## src/rtl/sccb_write_arbiter.sv

```systemverilog
`timescale 1ns/1ps
// Two-port SCCB register-write arbiter in front of a byte-level I2C master.
// Define SCCB_ARB_RR_EN for round-robin arbitration; the default build gives port 0 fixed priority.
module sccb_write_arbiter #(
  parameter logic [7:0]  SLAVE_ADDR = 8'h42,
  parameter int unsigned GAP_CYCLES = 65536
) (
  input  logic       clk,
  input  logic       rst,
  input  logic       req0,
  input  logic       req1,
  input  logic [7:0] addr0,
  input  logic [7:0] addr1,
  input  logic [7:0] data0,
  input  logic [7:0] data1,
  output logic       done0,
  output logic       done1,
  output logic       err0,
  output logic       err1,
  output logic       busy,
  output logic       i2c_start,
  output logic       i2c_stop,
  output logic [7:0] i2c_wr_data,
  input  logic [1:0] i2c_ack,
  input  logic [3:0] i2c_state
);

  localparam int CNT_W = $clog2(GAP_CYCLES + 1);
  localparam logic [CNT_W-1:0] GAP_LAST = CNT_W'(GAP_CYCLES - 1);

  typedef enum logic [2:0] {IDLE, START, ADDR, DATA, STOP, GAP} state_t;

  state_t           state_q, state_d;
  logic [CNT_W-1:0] cnt_q, cnt_d;
  logic [7:0]       addr_q, addr_d;
  logic [7:0]       data_q, data_d;
  logic             win_q, win_d;
  logic             grant_win;
  logic             ack_tick, nack_tick;

  assign ack_tick  = (i2c_ack == 2'b11);
  assign nack_tick = (i2c_ack == 2'b10);

`ifdef SCCB_ARB_RR_EN
  logic last_q, last_d;

  // On contention the port that did not win last time goes first.
  assign grant_win = (req0 && req1) ? ~last_q : req1;

  always_ff @(posedge clk or posedge rst) begin
    if (rst) last_q <= 1'b1;
    else     last_q <= last_d;
  end
`else
  assign grant_win = ~req0;
`endif

  always_ff @(posedge clk or posedge rst) begin
    if (rst) begin
      state_q <= IDLE;
      cnt_q   <= '0;
      addr_q  <= '0;
      data_q  <= '0;
      win_q   <= 1'b0;
    end else begin
      state_q <= state_d;
      cnt_q   <= cnt_d;
      addr_q  <= addr_d;
      data_q  <= data_d;
      win_q   <= win_d;
    end
  end

  always_comb begin
    state_d     = state_q;
    cnt_d       = cnt_q;
    addr_d      = addr_q;
    data_d      = data_q;
    win_d       = win_q;
`ifdef SCCB_ARB_RR_EN
    last_d      = last_q;
`endif
    busy        = (state_q != IDLE);
    i2c_start   = 1'b0;
    i2c_stop    = 1'b0;
    i2c_wr_data = 8'h00;
    done0       = 1'b0;
    done1       = 1'b0;
    err0        = 1'b0;
    err1        = 1'b0;

    case (state_q)
      IDLE: begin
        if ((i2c_state == 4'd0) && (req0 || req1)) begin
          win_d   = grant_win;
          addr_d  = grant_win ? addr1 : addr0;
          data_d  = grant_win ? data1 : data0;
`ifdef SCCB_ARB_RR_EN
          last_d  = grant_win;
`endif
          state_d = START;
        end
      end
      START: begin
        i2c_start   = 1'b1;
        i2c_wr_data = SLAVE_ADDR;
        state_d     = ADDR;
      end
      ADDR, DATA, STOP: begin
        if (ack_tick) begin
          case (state_q)
            ADDR: begin
              i2c_wr_data = addr_q;
              state_d     = DATA;
            end
            DATA: begin
              i2c_wr_data = data_q;
              state_d     = STOP;
            end
            default: begin
              i2c_stop = 1'b1;
              done0    = ~win_q;
              done1    = win_q;
              cnt_d    = '0;
              state_d  = GAP;
            end
          endcase
        end else if (nack_tick) begin
          // Any NACK abandons the write: stop the bus and report to the winner.
          i2c_stop = 1'b1;
          err0     = ~win_q;
          err1     = win_q;
          cnt_d    = '0;
          state_d  = GAP;
        end
      end
      GAP: begin
        if (cnt_q == GAP_LAST) begin
          cnt_d   = '0;
          state_d = IDLE;
        end else begin
          cnt_d   = cnt_q + 1'b1;
        end
      end
      default: state_d = IDLE;
    endcase
  end

endmodule

```

## config.mk

```make
export PLATFORM = sky130hd
export DESIGN_NAME = sccb_write_arbiter
export DESIGN_NICKNAME = d
export VERILOG_FILES = /design/src/rtl/sccb_write_arbiter.sv
export SDC_FILE = /design/constraint.sdc
export NUM_CORES = 1
export LEC_CHECK = 0
export ABC_AREA = 0
export ABC_CLOCK_PERIOD_IN_PS = 3790
export CAP_MARGIN = 20
export CORE_MARGIN = 2
export CORE_UTILIZATION = 50
export CTS_BUF_LIST = sky130_fd_sc_hd__clkbuf_4
export CTS_CLUSTER_SIZE = 20
export DETAILED_ROUTE_END_ITERATION = 10
export PLACE_DENSITY = 0.81
export SYNTH_ARGS = -nofsm -noshare
export SYNTH_HDL_FRONTEND = slang
export SYNTH_SLANG_ARGS = --single-unit
```

## constraint.sdc

```tcl
create_clock -name clk -period 3.79 [get_ports clk]
set_input_delay 0.5685 -clock clk [delete_from_list [all_inputs] [get_ports clk]]
set_output_delay 0.5685 -clock clk [all_outputs]
set_load 0.01 [all_outputs]
```

==> impl_metrics.toml <==
[synth]
synth.cell_area_mm2 = 0.002256
yosysUniqueCellTypes = 45
syn_area_per_cell_um2 = 9.439
synth_async_sr_flop_share_pct = 100.0
synth_edf_count = 0
syn_inst = 239
synthesis.nets = 282
yosys_warnings = 0
synth-seq-area-share_pct = 41.04
synth_seq_cells = 37
ys_dominant_reg_cell = "dfrtp_1"

[finish]
drive_gt1_share_pct = 6.272
fin_util_pct = 65.57
area_growth_pct = 26.57
diodes = 0
nFillCells = 350
final_nets = 329

[critical_path]
critical_path_class = "reg2out"
r2r_slack_ns = 1.53
r2r_cells = 3
required_ns = 3.22
rr_startpoint = "state_q[0]$_DFFE_PP0P_"
end_kind = "output port"
worst-path-buf-inv = 1
max_stage_delay_ns = 0.63
cp_top_family = "simple AND/OR/NAND/NOR gates"
cp-startpoint = "state_q[0]$_DFFE_PP0P_"
crit_slowest_cell = "dfrtp_1"
worstPathArrival_ns = 2.54
r2r_end = "win_q$_DFFE_PP0P_"
cp_max_fo = 18
start_kind = "flip-flop"
path_cells = "nor3b_1 > nor2_1 > nor4b_1 > clkdlybuf4s50_1"

[detailed_routing]
routedWlPerCell_um = 14.37
vias_per_cell = 5.791
drtPass1Iterations = 4
finalWirelength_um = 4871
ant_nets = 0
drtIter0Drc = 120
vias = 1963
drc_errors = 0

[timing]
fin_skew_ns = 0.006222
fin_setup_tns_ns = 0
hold_violations = 0
rsz0062_at_grt = "no"
maxSlewHeadroom_pct = 40.51
tightestPinTransition_ns = 0.8923
fmaxAchievable_ghz = 0.3219
period_minus_slack_ns = 3.106
setup_viol = 0
slew_viol_final = 0
period_share_pct = 81.97

[placed_design]
hpwl_um = 3476
portBuffers = 56
finalWeightedCongestion = 0.8470

[clocking]
clkSinkCount = 37
holdBufCountCts = 0
clockBufferDepth = 2
cts_buffers = 5
h-tree-depth = 2
clk_pin_slew_ns = 0.11
cts_resized = 0
clock_latency_ns = 0.34
cts_tree = "done"
cts_setup_buffers = 0
cts-root-buf = "clkbuf_4"

[floorplanning]
die_w_um = 71.17
start_util_pct = 51.81
coreArea_mm2 = 0.004354
die_h_um = 71.17
pin_count = 57
die_area_mm2 = 0.005065
row_count = 24

[power_and_ir_drop]
ir_drop_v = 0.0001647
leakagePower_nw = 1.256
p_total_mw = 0.6896
p_per_area_mw_per_mm2 = 241.5

[hold_path]
hold_class = "reg2reg"
hold_start = "cnt_q[16]$_DFFE_PP0P_"
hold_path_depth = 1
hold_path_end = "cnt_q[16]$_DFFE_PP0P_"

[grt]
antenna_found_initial = 0
grt-ovfl-total = 0
grt_max_degree = 38
grt_pass1_vias = 1952
track_usage_pct = 21.13
grt_pass1_wl_um = 8459

[run_status]
run_status = "finished, final reports clean"

[run]
max-cap-violations = 0
==> metrics by stage <==
stage	setup slack, ns	instance area (um2)	instances	hold WS, ns
3_3_place_gp	0.8589	2795	331	0.4946
2_1_floorplan	1.801	2256	239	0.4569
4_1_cts	0.6222	2855	339	0.5158
3_5_place_dp	0.8341	2795	331	0.4898
6_report	0.6835	2855	339	0.5093
5_1_grt	0.4502	2855	339	0.5292
==> worst max-delay path by stage <==
stage                           endpoint  depth (start not counted)
after global routing                err1                          4
after detailed placement  i2c_wr_data[5]                          4
after CTS                           err1                          4
after global placement    i2c_wr_data[0]                          4
final                               err1                          4
after floorplan                     err0                          4
==> cell usage in the layout, fill, tap and decap left out, drive strengths merged, types with 2 or more instances in the layout <==
cell	instances
nor4b	2
and4	3
o21ba	2
a21oi	25
nor3b	5
nand3b	5
inv	5
nand2	10
o21a	2
mux2i	24
clkdlybuf4s50	56
a31oi	16
nand3	4
o31ai	4
nand4	7
dfrtp	37
buf	3
and3	7
nor2b	4
and3b	2
or4	3
nor2	27
nor4	2
clkbuf	8
o21ai	6
a22o	2
nor3	3
==> layout make-up <==
class | count | area, um2 | area share, %
Multi-Input combinational cell | 178 | 1202 | 42.11
Sequential cell | 37 | 925.9 | 32.43
Timing Repair Buffer | 59 | 583.1 | 20.42
Tap cell | 52 | 65.06 | 2.279
Clock buffer | 8 | 60.06 | 2.103
Inverter | 5 | 18.77 | 0.6573
==> Yosys cell counts (all sizes together) (4+ instances only) <==
library cell,number,share of area (%)
nand3b,5,1.7
nand3,4,0.89
clkbuf,4,0.67
inv,5,0.83
o21ai,6,1.3
nand2,10,1.7
buf,15,4.2
mux2i,24,11
a21oi,25,5.5
nand4,7,2.6
nor2,27,4.5
o31ai,4,1.3
dfrtp,37,41
a31oi,16,4.4
nor3b,5,2.2
and3,7,1.9
nor2b,4,1.1
==> registers in the layout, indices dropped and copies added, names as in the netlist <==
register,count
data_q,8
addr_q,8
cnt_q,17
win_q,1
state_q,3
==> power by group <==
group          total [mW]  internal (mW)  switching, mW
combinational      0.0738         0.0476         0.0263
clock               0.221         0.0955          0.126
sequential          0.395          0.395              0
==> kinds of logic after synthesis <==
family | share of synthesized area (%)
and+or+nand+nor | 22.46
AOI/OAI and AO/OA | 18.75
DFF | 41.04
muxes | 11.15
buffers and inverters | 5.657
xor gates and xnor gates | 0.3883
adders and majority gates | 0.5545
==> routing by layer <==
layer	vias up	wire length (um)	GRT usage, %
li1	989	-	-
met1	904	2135	26.77
met2	63	2315	32.72
met3	7	352	7.407
met4	0	68	9.224
met5	-	0	0
No activity file was read; power rests on OpenSTA's default activity.
